$ cat config.mk
export PLATFORM = sky130hd
export DESIGN_NAME = divider_controller
export DESIGN_NICKNAME = d
export VERILOG_FILES = /design/src/rtl/divider_controller.sv
export SDC_FILE = /design/constraint.sdc
export NUM_CORES = 1
export LEC_CHECK = 0
export BUFFER_PORTS_ARGS = -buffer_cell sky130_fd_sc_hd__buf_2
export CAP_MARGIN = 20
export CORE_MARGIN = 1
export CORE_UTILIZATION = 60
export CTS_CLUSTER_SIZE = 12
export DETAILED_ROUTE_END_ITERATION = 12
export GPL_TIMING_DRIVEN = 0
export MAX_ROUTING_LAYER = met4
export PLACE_DENSITY = 0.79
export SYNTH_ARGS = -nofsm -noshare
export SYNTH_HDL_FRONTEND = slang
export SYNTH_SLANG_ARGS = --single-unit
$ cat constraint.sdc
create_clock -name clk_in -period 5.1 [get_ports clk_in]
set_input_delay 0.51 -clock clk_in [delete_from_list [all_inputs] [get_ports clk_in]]
set_output_delay 0.51 -clock clk_in [all_outputs]
set_load 0.01 [all_outputs]
$ cat src/rtl/divider_controller.sv
// +----------------------------------------------------------------------------+
// | Module  : divider_controller                                               |
// | Purpose : Run/stop sequencer and period-safe reconfiguration front-end     |
// |           for a modulo-M clock-enable divider (tick + square wave).        |
// | Revision: 1.0 - initial release                                            |
// +----------------------------------------------------------------------------+
`default_nettype none

module divider_controller #(
   parameter int WIDTH       = 25,
   parameter int DEFAULT_DIV = 25_000_000,
   parameter int CNT_W       = 8
) (
   input  logic             clk_in,
   input  logic             reset_n,
   input  logic             start,
   input  logic             stop,
   input  logic             cfg_valid,
   input  logic [WIDTH-1:0] cfg_div,
   input  logic [CNT_W-1:0] cfg_ticks,
   output logic             cfg_ready,
   output logic             cfg_err,
   output logic             tick,
   output logic             div_frec,
   output logic             running,
   output logic             done
);

   typedef enum logic [1:0] {
      S_IDLE = 2'd0,
      S_RUN  = 2'd1,
      S_PEND = 2'd2
   } state_t;

   state_t             state_q, state_d;
   logic [WIDTH-1:0]   cnt_q, cnt_d;
   logic [WIDTH-1:0]   div_q, div_d;
   logic [CNT_W-1:0]   ticks_q, ticks_d;
   logic [CNT_W-1:0]   rem_q, rem_d;
   logic [WIDTH-1:0]   sh_div_q, sh_div_d;
   logic [CNT_W-1:0]   sh_ticks_q, sh_ticks_d;
   logic               tick_q, tick_d;
   logic               frec_q, frec_d;
   logic               done_q, done_d;
   logic               err_q, err_d;
   logic               running_q, running_d;

   logic               w_xfer;
   logic               w_bad;
   logic               w_good;
   logic               w_tc;
   logic               w_last;

   assign cfg_ready = (state_q != S_PEND);
   assign w_xfer    = cfg_valid && cfg_ready;
   assign w_bad     = (cfg_div < WIDTH'(2));
   assign w_good    = w_xfer && !w_bad;
   assign w_tc      = (cnt_q == div_q - WIDTH'(1));
   assign w_last    = (rem_q == CNT_W'(1));

   always_comb begin
      state_d    = state_q;
      cnt_d      = cnt_q;
      div_d      = div_q;
      ticks_d    = ticks_q;
      rem_d      = rem_q;
      sh_div_d   = sh_div_q;
      sh_ticks_d = sh_ticks_q;
      tick_d     = 1'b0;
      frec_d     = frec_q;
      done_d     = 1'b0;
      err_d      = w_xfer && w_bad;

      case (state_q)
         S_IDLE: begin
            cnt_d = '0;
            if (w_good) begin
               div_d   = cfg_div;
               ticks_d = cfg_ticks;
            end
            if (start && !stop) begin
               state_d = S_RUN;
               rem_d   = ticks_q;
            end
         end
         S_RUN, S_PEND: begin
            if (stop) begin
               state_d = S_IDLE;
               cnt_d   = '0;
               frec_d  = 1'b0;
               if (state_q == S_PEND) begin
                  div_d   = sh_div_q;
                  ticks_d = sh_ticks_q;
               end
               // A fresh offer accepted at the same edge is newer than the shadow.
               if (w_good) begin
                  div_d   = cfg_div;
                  ticks_d = cfg_ticks;
               end
            end else begin
               cnt_d = w_tc ? '0 : cnt_q + WIDTH'(1);
               if (w_tc) begin
                  tick_d = 1'b1;
                  frec_d = !frec_q;
                  if (rem_q != '0) begin
                     rem_d = rem_q - CNT_W'(1);
                  end
                  if (state_q == S_PEND) begin
                     div_d   = sh_div_q;
                     ticks_d = sh_ticks_q;
                     state_d = S_RUN;
                  end
                  if (w_last) begin
                     done_d  = 1'b1;
                     state_d = S_IDLE;
                  end
               end
               if (w_good) begin
                  // Burst ends at this edge: nothing left to protect, load directly.
                  if (w_tc && w_last) begin
                     div_d   = cfg_div;
                     ticks_d = cfg_ticks;
                  end else begin
                     sh_div_d   = cfg_div;
                     sh_ticks_d = cfg_ticks;
                     state_d    = S_PEND;
                  end
               end
            end
         end
         default: begin
            state_d = S_IDLE;
            cnt_d   = '0;
         end
      endcase

      running_d = (state_d != S_IDLE);
   end

   always_ff @(posedge clk_in or negedge reset_n) begin
      if (!reset_n) begin
         state_q    <= S_IDLE;
         cnt_q      <= '0;
         div_q      <= WIDTH'(DEFAULT_DIV);
         ticks_q    <= '0;
         rem_q      <= '0;
         sh_div_q   <= '0;
         sh_ticks_q <= '0;
         tick_q     <= 1'b0;
         frec_q     <= 1'b0;
         done_q     <= 1'b0;
         err_q      <= 1'b0;
         running_q  <= 1'b0;
      end else begin
         state_q    <= state_d;
         cnt_q      <= cnt_d;
         div_q      <= div_d;
         ticks_q    <= ticks_d;
         rem_q      <= rem_d;
         sh_div_q   <= sh_div_d;
         sh_ticks_q <= sh_ticks_d;
         tick_q     <= tick_d;
         frec_q     <= frec_d;
         done_q     <= done_d;
         err_q      <= err_d;
         running_q  <= running_d;
      end
   end

   assign tick     = tick_q;
   assign div_frec = frec_q;
   assign done     = done_q;
   assign cfg_err  = err_q;
   assign running  = running_q;

endmodule

`default_nettype wire

### After elaboration in Yosys (flattened, before gate mapping)

Cells that the tools add are included.

* output and inout bits: 6
* register bits: 106
* logic and storage cells: 87
* input bits: 38

* eq/ne operators: 10
* bitwise logic cells: 2
* add/sub/neg operators: 3
* $lt $le $gt $ge: 1
* mux-type cells: 41
* reductions and logical operators: 18

Operators by type and width (number)
* two-way mux 25 bit: 10
* two-way mux 8 bit: 11
* one-hot mux 25 bit (2 select lines): 1
* one-hot mux 8 bit (2 select lines): 2
* adder 25 x 1 -> 25 bit, second input constant: 1
* equality test 25 bit: 1
* less-than comparator 25 x 2 -> 1 bit, second input constant: 1
* subtractor 25 x 1 -> 25 bit, second input constant: 1
* two-way mux 2 bit: 7
* != test 2 bit, second input constant: 6
* two-way mux 1 bit: 9
* equality test 8 x 1 -> 1 bit, second input constant: 1
* nonzero test 8 bit: 1
* subtractor 8 x 1 -> 8 bit, second input constant: 1
* nonzero test 2 bit: 3
* logical AND 1 bit: 5
* AND reduction 5 bit: 1
* one-hot mux 2 bit (2 select lines): 1
* AND reduction 2 bit: 2
* AND reduction 4 bit: 1
* zero test 1 bit: 3
* equality test 2 x 1 -> 1 bit, second input constant: 1
* equality test 2 bit, second input constant: 1
* zero test 2 bit: 1
* other kinds (2): 3

### Longest topological paths before layout

* word-level depth: 9
* gate-level depth with buffers: 14
* gate-level depth less buffers: 11

### Worst setup path after synthesis

Ideal clock, no wire load.

* kind: reg2reg
* start: register div_q[5]
* end: register div_q[15]
* stages on the path, launching flop included: 13
* clock period less this slack: 3.831 ns
* arrival time: 3.705 ns
* setup time: 0.126 ns
* path slack: 1.269 ns
* path buffers: 4
* data required time: 4.974 ns
* path through: dfrtp_1 or4_1 clkbuf_1 or4_1 buf_2 xnor2_1 or4_1 nor4_4 a21oi_2 or2_1 buf_2 buf_6 a221o_1

* longest elaborated chain between the ends: 7
* elaborated cells between the ends (all ways): 8
* those cells by class: add/sub (1); eq/ne (1); mux (5); reduce/logical (1)

RTL lines
* start: declaration: line 37 `logic [WIDTH-1:0] div_q, div_d;`
* start signal: assignment: line 144 `div_q <= WIDTH'(DEFAULT_DIV);`
* start signal: assignment: line 157 `div_q <= div_d;`
* subtractor 25 x 1 -> 25 bit *: line 58 `assign w_tc = (cnt_q == div_q - WIDTH'(1));`
* equality test 25 bit *: line 58
* two-way mux 25 bit or logical AND 1 bit (tied branches): line 102, 120
* two-way mux 25 bit: line 120 `if (w_tc && w_last) begin`
* two-way mux 25 bit *: line 118 `if (w_good) begin`
* two-way mux 25 bit *: line 87 `if (stop) begin`
* one-hot mux 25 bit (2 select lines) *: line 74 `case (state_q)`

Mark *: on every way between the ends. The rest lies on a longest branch, timed or not.
A chain may end at the register's enable or synchronous reset.

### Worst setup path in the final report

* start: register div_q[0]
* end: register div_q[10]

The elaborated chain is that of the path after synthesis.

==> run_results.csv <==
group,metric,value,unit
status,status,"finished with violations",
status,violations,"design-rule violations",
clocking,cts_buffers,9,
yosys,avgSynthCellArea,8.788,sq um
timing,finalCritPeriodShare,93.31,%
setup_path,critPathCaptureType,"flop",
placed_design,routabilityCongestion,0.9478,
yosys,synth_top_area_share,33.50,%
clocking,clkLatencyLatePin,0.37,ns
timing,rsz0062_at_grt,"false",
drt,antenna_left,0,
clocking,root_buffer,"clkbuf_16",
clocking,path_clk_slew,0.08,ns
clocking,ctsHoldBuffers,0,
global_route,grt_max_degree,69,
timing,slew_violations,0,
yosys,syn_inst,799,
floorplanning,initial_utilization,61.49,%
global_route,grt_pass1_vias,6740,
finish,register_area,2668,sq um
yosys,synth-edff-count,0,
drt,drt-pass1-iter-count,10,
drt,route.met3.wl,1923,um
finish,n_fill_cell,910,
flow_run,maxCapViolations,0,
yosys,synthArstFlopShare,100.0,%
drt,wl_per_cell,21.54,um
clocking,cts_sinks,106,
yosys,netlist_area,7022,sq um
timing,hold_viol,0,
finish,multiInputGateArea,4070,sq um
drt,vias,6966,
yosys,ys_seq_area_share,37.99,%
yosys,ys_types,64,
setup_path,path_class,"reg -> reg",
timing,finalClockSkew,0.01419,ns
drt,first_iter_violations,898,
finish,nets,899,
global_route,overflow,0,
finish,layout-drive-gt1-share,14.09,%
setup_path,path_max_fanout,10,
floorplanning,die-area,12140,sq um
setup_path,arrival,5.02,ns
clocking,cts_max_level,3,
timing,max-slew-margin-rel,46.35,%
yosys,synth_nets,844,
timing,setup_violations,0,
floorplanning,core-area,11420,sq um
drt,routed_wl,21580,um
drt,topRoutingLayerUsed,"met4",
setup_path,critPathMaxStageDelay,0.64,ns
yosys,synth_area_leaders,"dfrtp_1 (33%), mux2_2 (5.5%), dfstp_2 (4.5%)",
drt,met2_length,10320,um
global_route,track_usage,37.93,%
floorplanning,io_pins,44,
clocking,clk_path_buf_depth,2,
timing,finalSetupTns,0,ns
finish,area_delta_synth_final,10.94,%
setup_path,crit_slowest_cell,"a2111oi_0",
placed_design,portBuffers,42,
worst_hold_path,min_path_type,"in -> async",
yosys,synth_ff_type,"dfrtp_1",
finish,final_common_cell,"dfrtp_1",
clocking,cts_tree,"yes",
floorplanning,rows,39,
yosys,yosys_warnings,0,
timing,worst_pin_slew,0.7974,ns
timing,fin_hold_ws,0.1182,ns
finish,mostFrequentLayoutCells,"dfrtp_1 (94), nor2_1 (76), nand2_1 (72)",
timing,period_needed,4.759,ns
power,ir_worst_vdd,0.0003767,V
timing,fmax,210.1,MHz
setup_path,cp_cell_sequence,"inv_1, ha_1, or4b_1, nor4_1, xnor2_1, a2111oi_0, nand4b_1, nor4_4, clkbuf_1, clkbuf_1, a21oi_1, o22a_1",
drt,drc,2,
setup_path,crit_required,5.36,ns
setup_path,cp-start-kind,"flop",
clocking,postCtsSetupBuffers,0,
power,power_leakage,0.003125,uW
placed_design,hpwl,15060,um
global_route,grt_first_pass_wirelength,33650,um
finish,n_antenna_cell,0,
drt,met1_length,8366,um
yosys,synth_top_cell_by_area,"dfrtp_1",
floorplanning,die_h,110.2,um
setup_path,cp_common_cell,"clkbuf_1",
yosys,ys_ff_latch,106,
global_route,antenna_found_initial,0,
drt,vias_per_cell,6.952,
floorplanning,die_w,110.2,um
power,power.density,645.8,nW/um^2
setup_path,reg2reg_depth,12,
## worst max-delay path: cells and delay by family (launching register included)
family | cells | cell delay [ns]
flops | 1 | 0.46
fa+ha+maj | 1 | 0.22
xor+xnor | 1 | 0.17
buf+inv | 3 | 1.13
compound gates | 3 | 0.97
simple gates | 4 | 1.70
## layout make-up
type	count	share of cell area [%]
clock buffers	10	3.068
well taps	143	2.297
inverters	16	0.7710
clock inverters	6	1.237
multi-input cells	619	52.25
flip-flops and latches	106	34.24
plain buffers	58	2.987
repair buffers	44	3.148
## power by group
part / switching, uW / internal [uW]
Clock: 348 / 450
Sequential: 331 / 1220
Combinational: 1620 / 1060
Total: 2300 / 2730
## cells by family after synthesis
kind of cell / Yosys count / share of synthesized area (%)
mux: 62 / 9.444
xor+xnor: 51 / 6.361
fa+ha+maj: 7 / 1.247
simple gates: 295 / 21.10
compound gates: 204 / 19.69
buf+inv: 74 / 4.170
flops: 106 / 37.99
## routing by layer
metal | track usage [%] | up-vias
met5 | - | -
met4 | 19.92 | 0
met2 | 60.18 | 445
met1 | 45.87 | 3380
li1 | - | 3054
met3 | 7.525 | 87
## sequential cells by signal, summed over array words and instances (netlist names), 2 cells and up
name	cells
cnt_q	25
sh_div_q	25
ticks_q	8
sh_ticks_q	8
rem_q	8
div_q	25
state_q	2
## final timing paths
kind | start | end | slack (ns)
worst max-delay path | div_q[0] | div_q[10] | 0.34
worst min-delay path | reset_n | cnt_q[7] | 0.12
worst max register to register | div_q[0] | div_q[10] | 0.34
worst min register to register | sh_div_q[8] | sh_div_q[8] | 0.51
max in group asynchronous | reset_n | div_q[24] | 4.24
min in group clk_in | cfg_div[21] | sh_div_q[21] | 0.41
## stage by stage
stage | cell area (sq um) | std cells | util, % | setup slack [ns] | total power (uW)
final | 7790 | 1002 | 68.22 | 0.3413 | 5031
after global routing | 7790 | 1002 | 68.22 | 0.1518 | 5317
after CTS | 7776 | 1001 | 68.10 | 0.3763 | 4920
after detailed placement | 7441 | 985 | 65.17 | 0.4017 | 4113
after global placement | 7411 | 984 | 64.90 | 0.4831 | 3954
after floorplan | 7022 | 799 | - | 1.269 | 3404
## cells in the mapped netlist (19+ instances only)
| cell type | count |
|---|---|
| mux2i_1 | 28 |
| nor2_1 | 76 |
| nand2_1 | 72 |
| clkbuf_1 | 45 |
| o211ai_1 | 29 |
| mux2_2 | 34 |
| nand3_1 | 34 |
| nand4_1 | 19 |
| dfrtp_1 | 94 |
| a21oi_1 | 48 |
| o21ai_0 | 47 |
| xor2_1 | 24 |
| xnor2_1 | 27 |
## what timing repair did
action                                  4_1_cts  5_1_grt
gates resized for setup                       0        1
hold endpoints to repair                      0        0
endpoints found under the setup margin        0        3
Power figures use the tool's default switching activity.
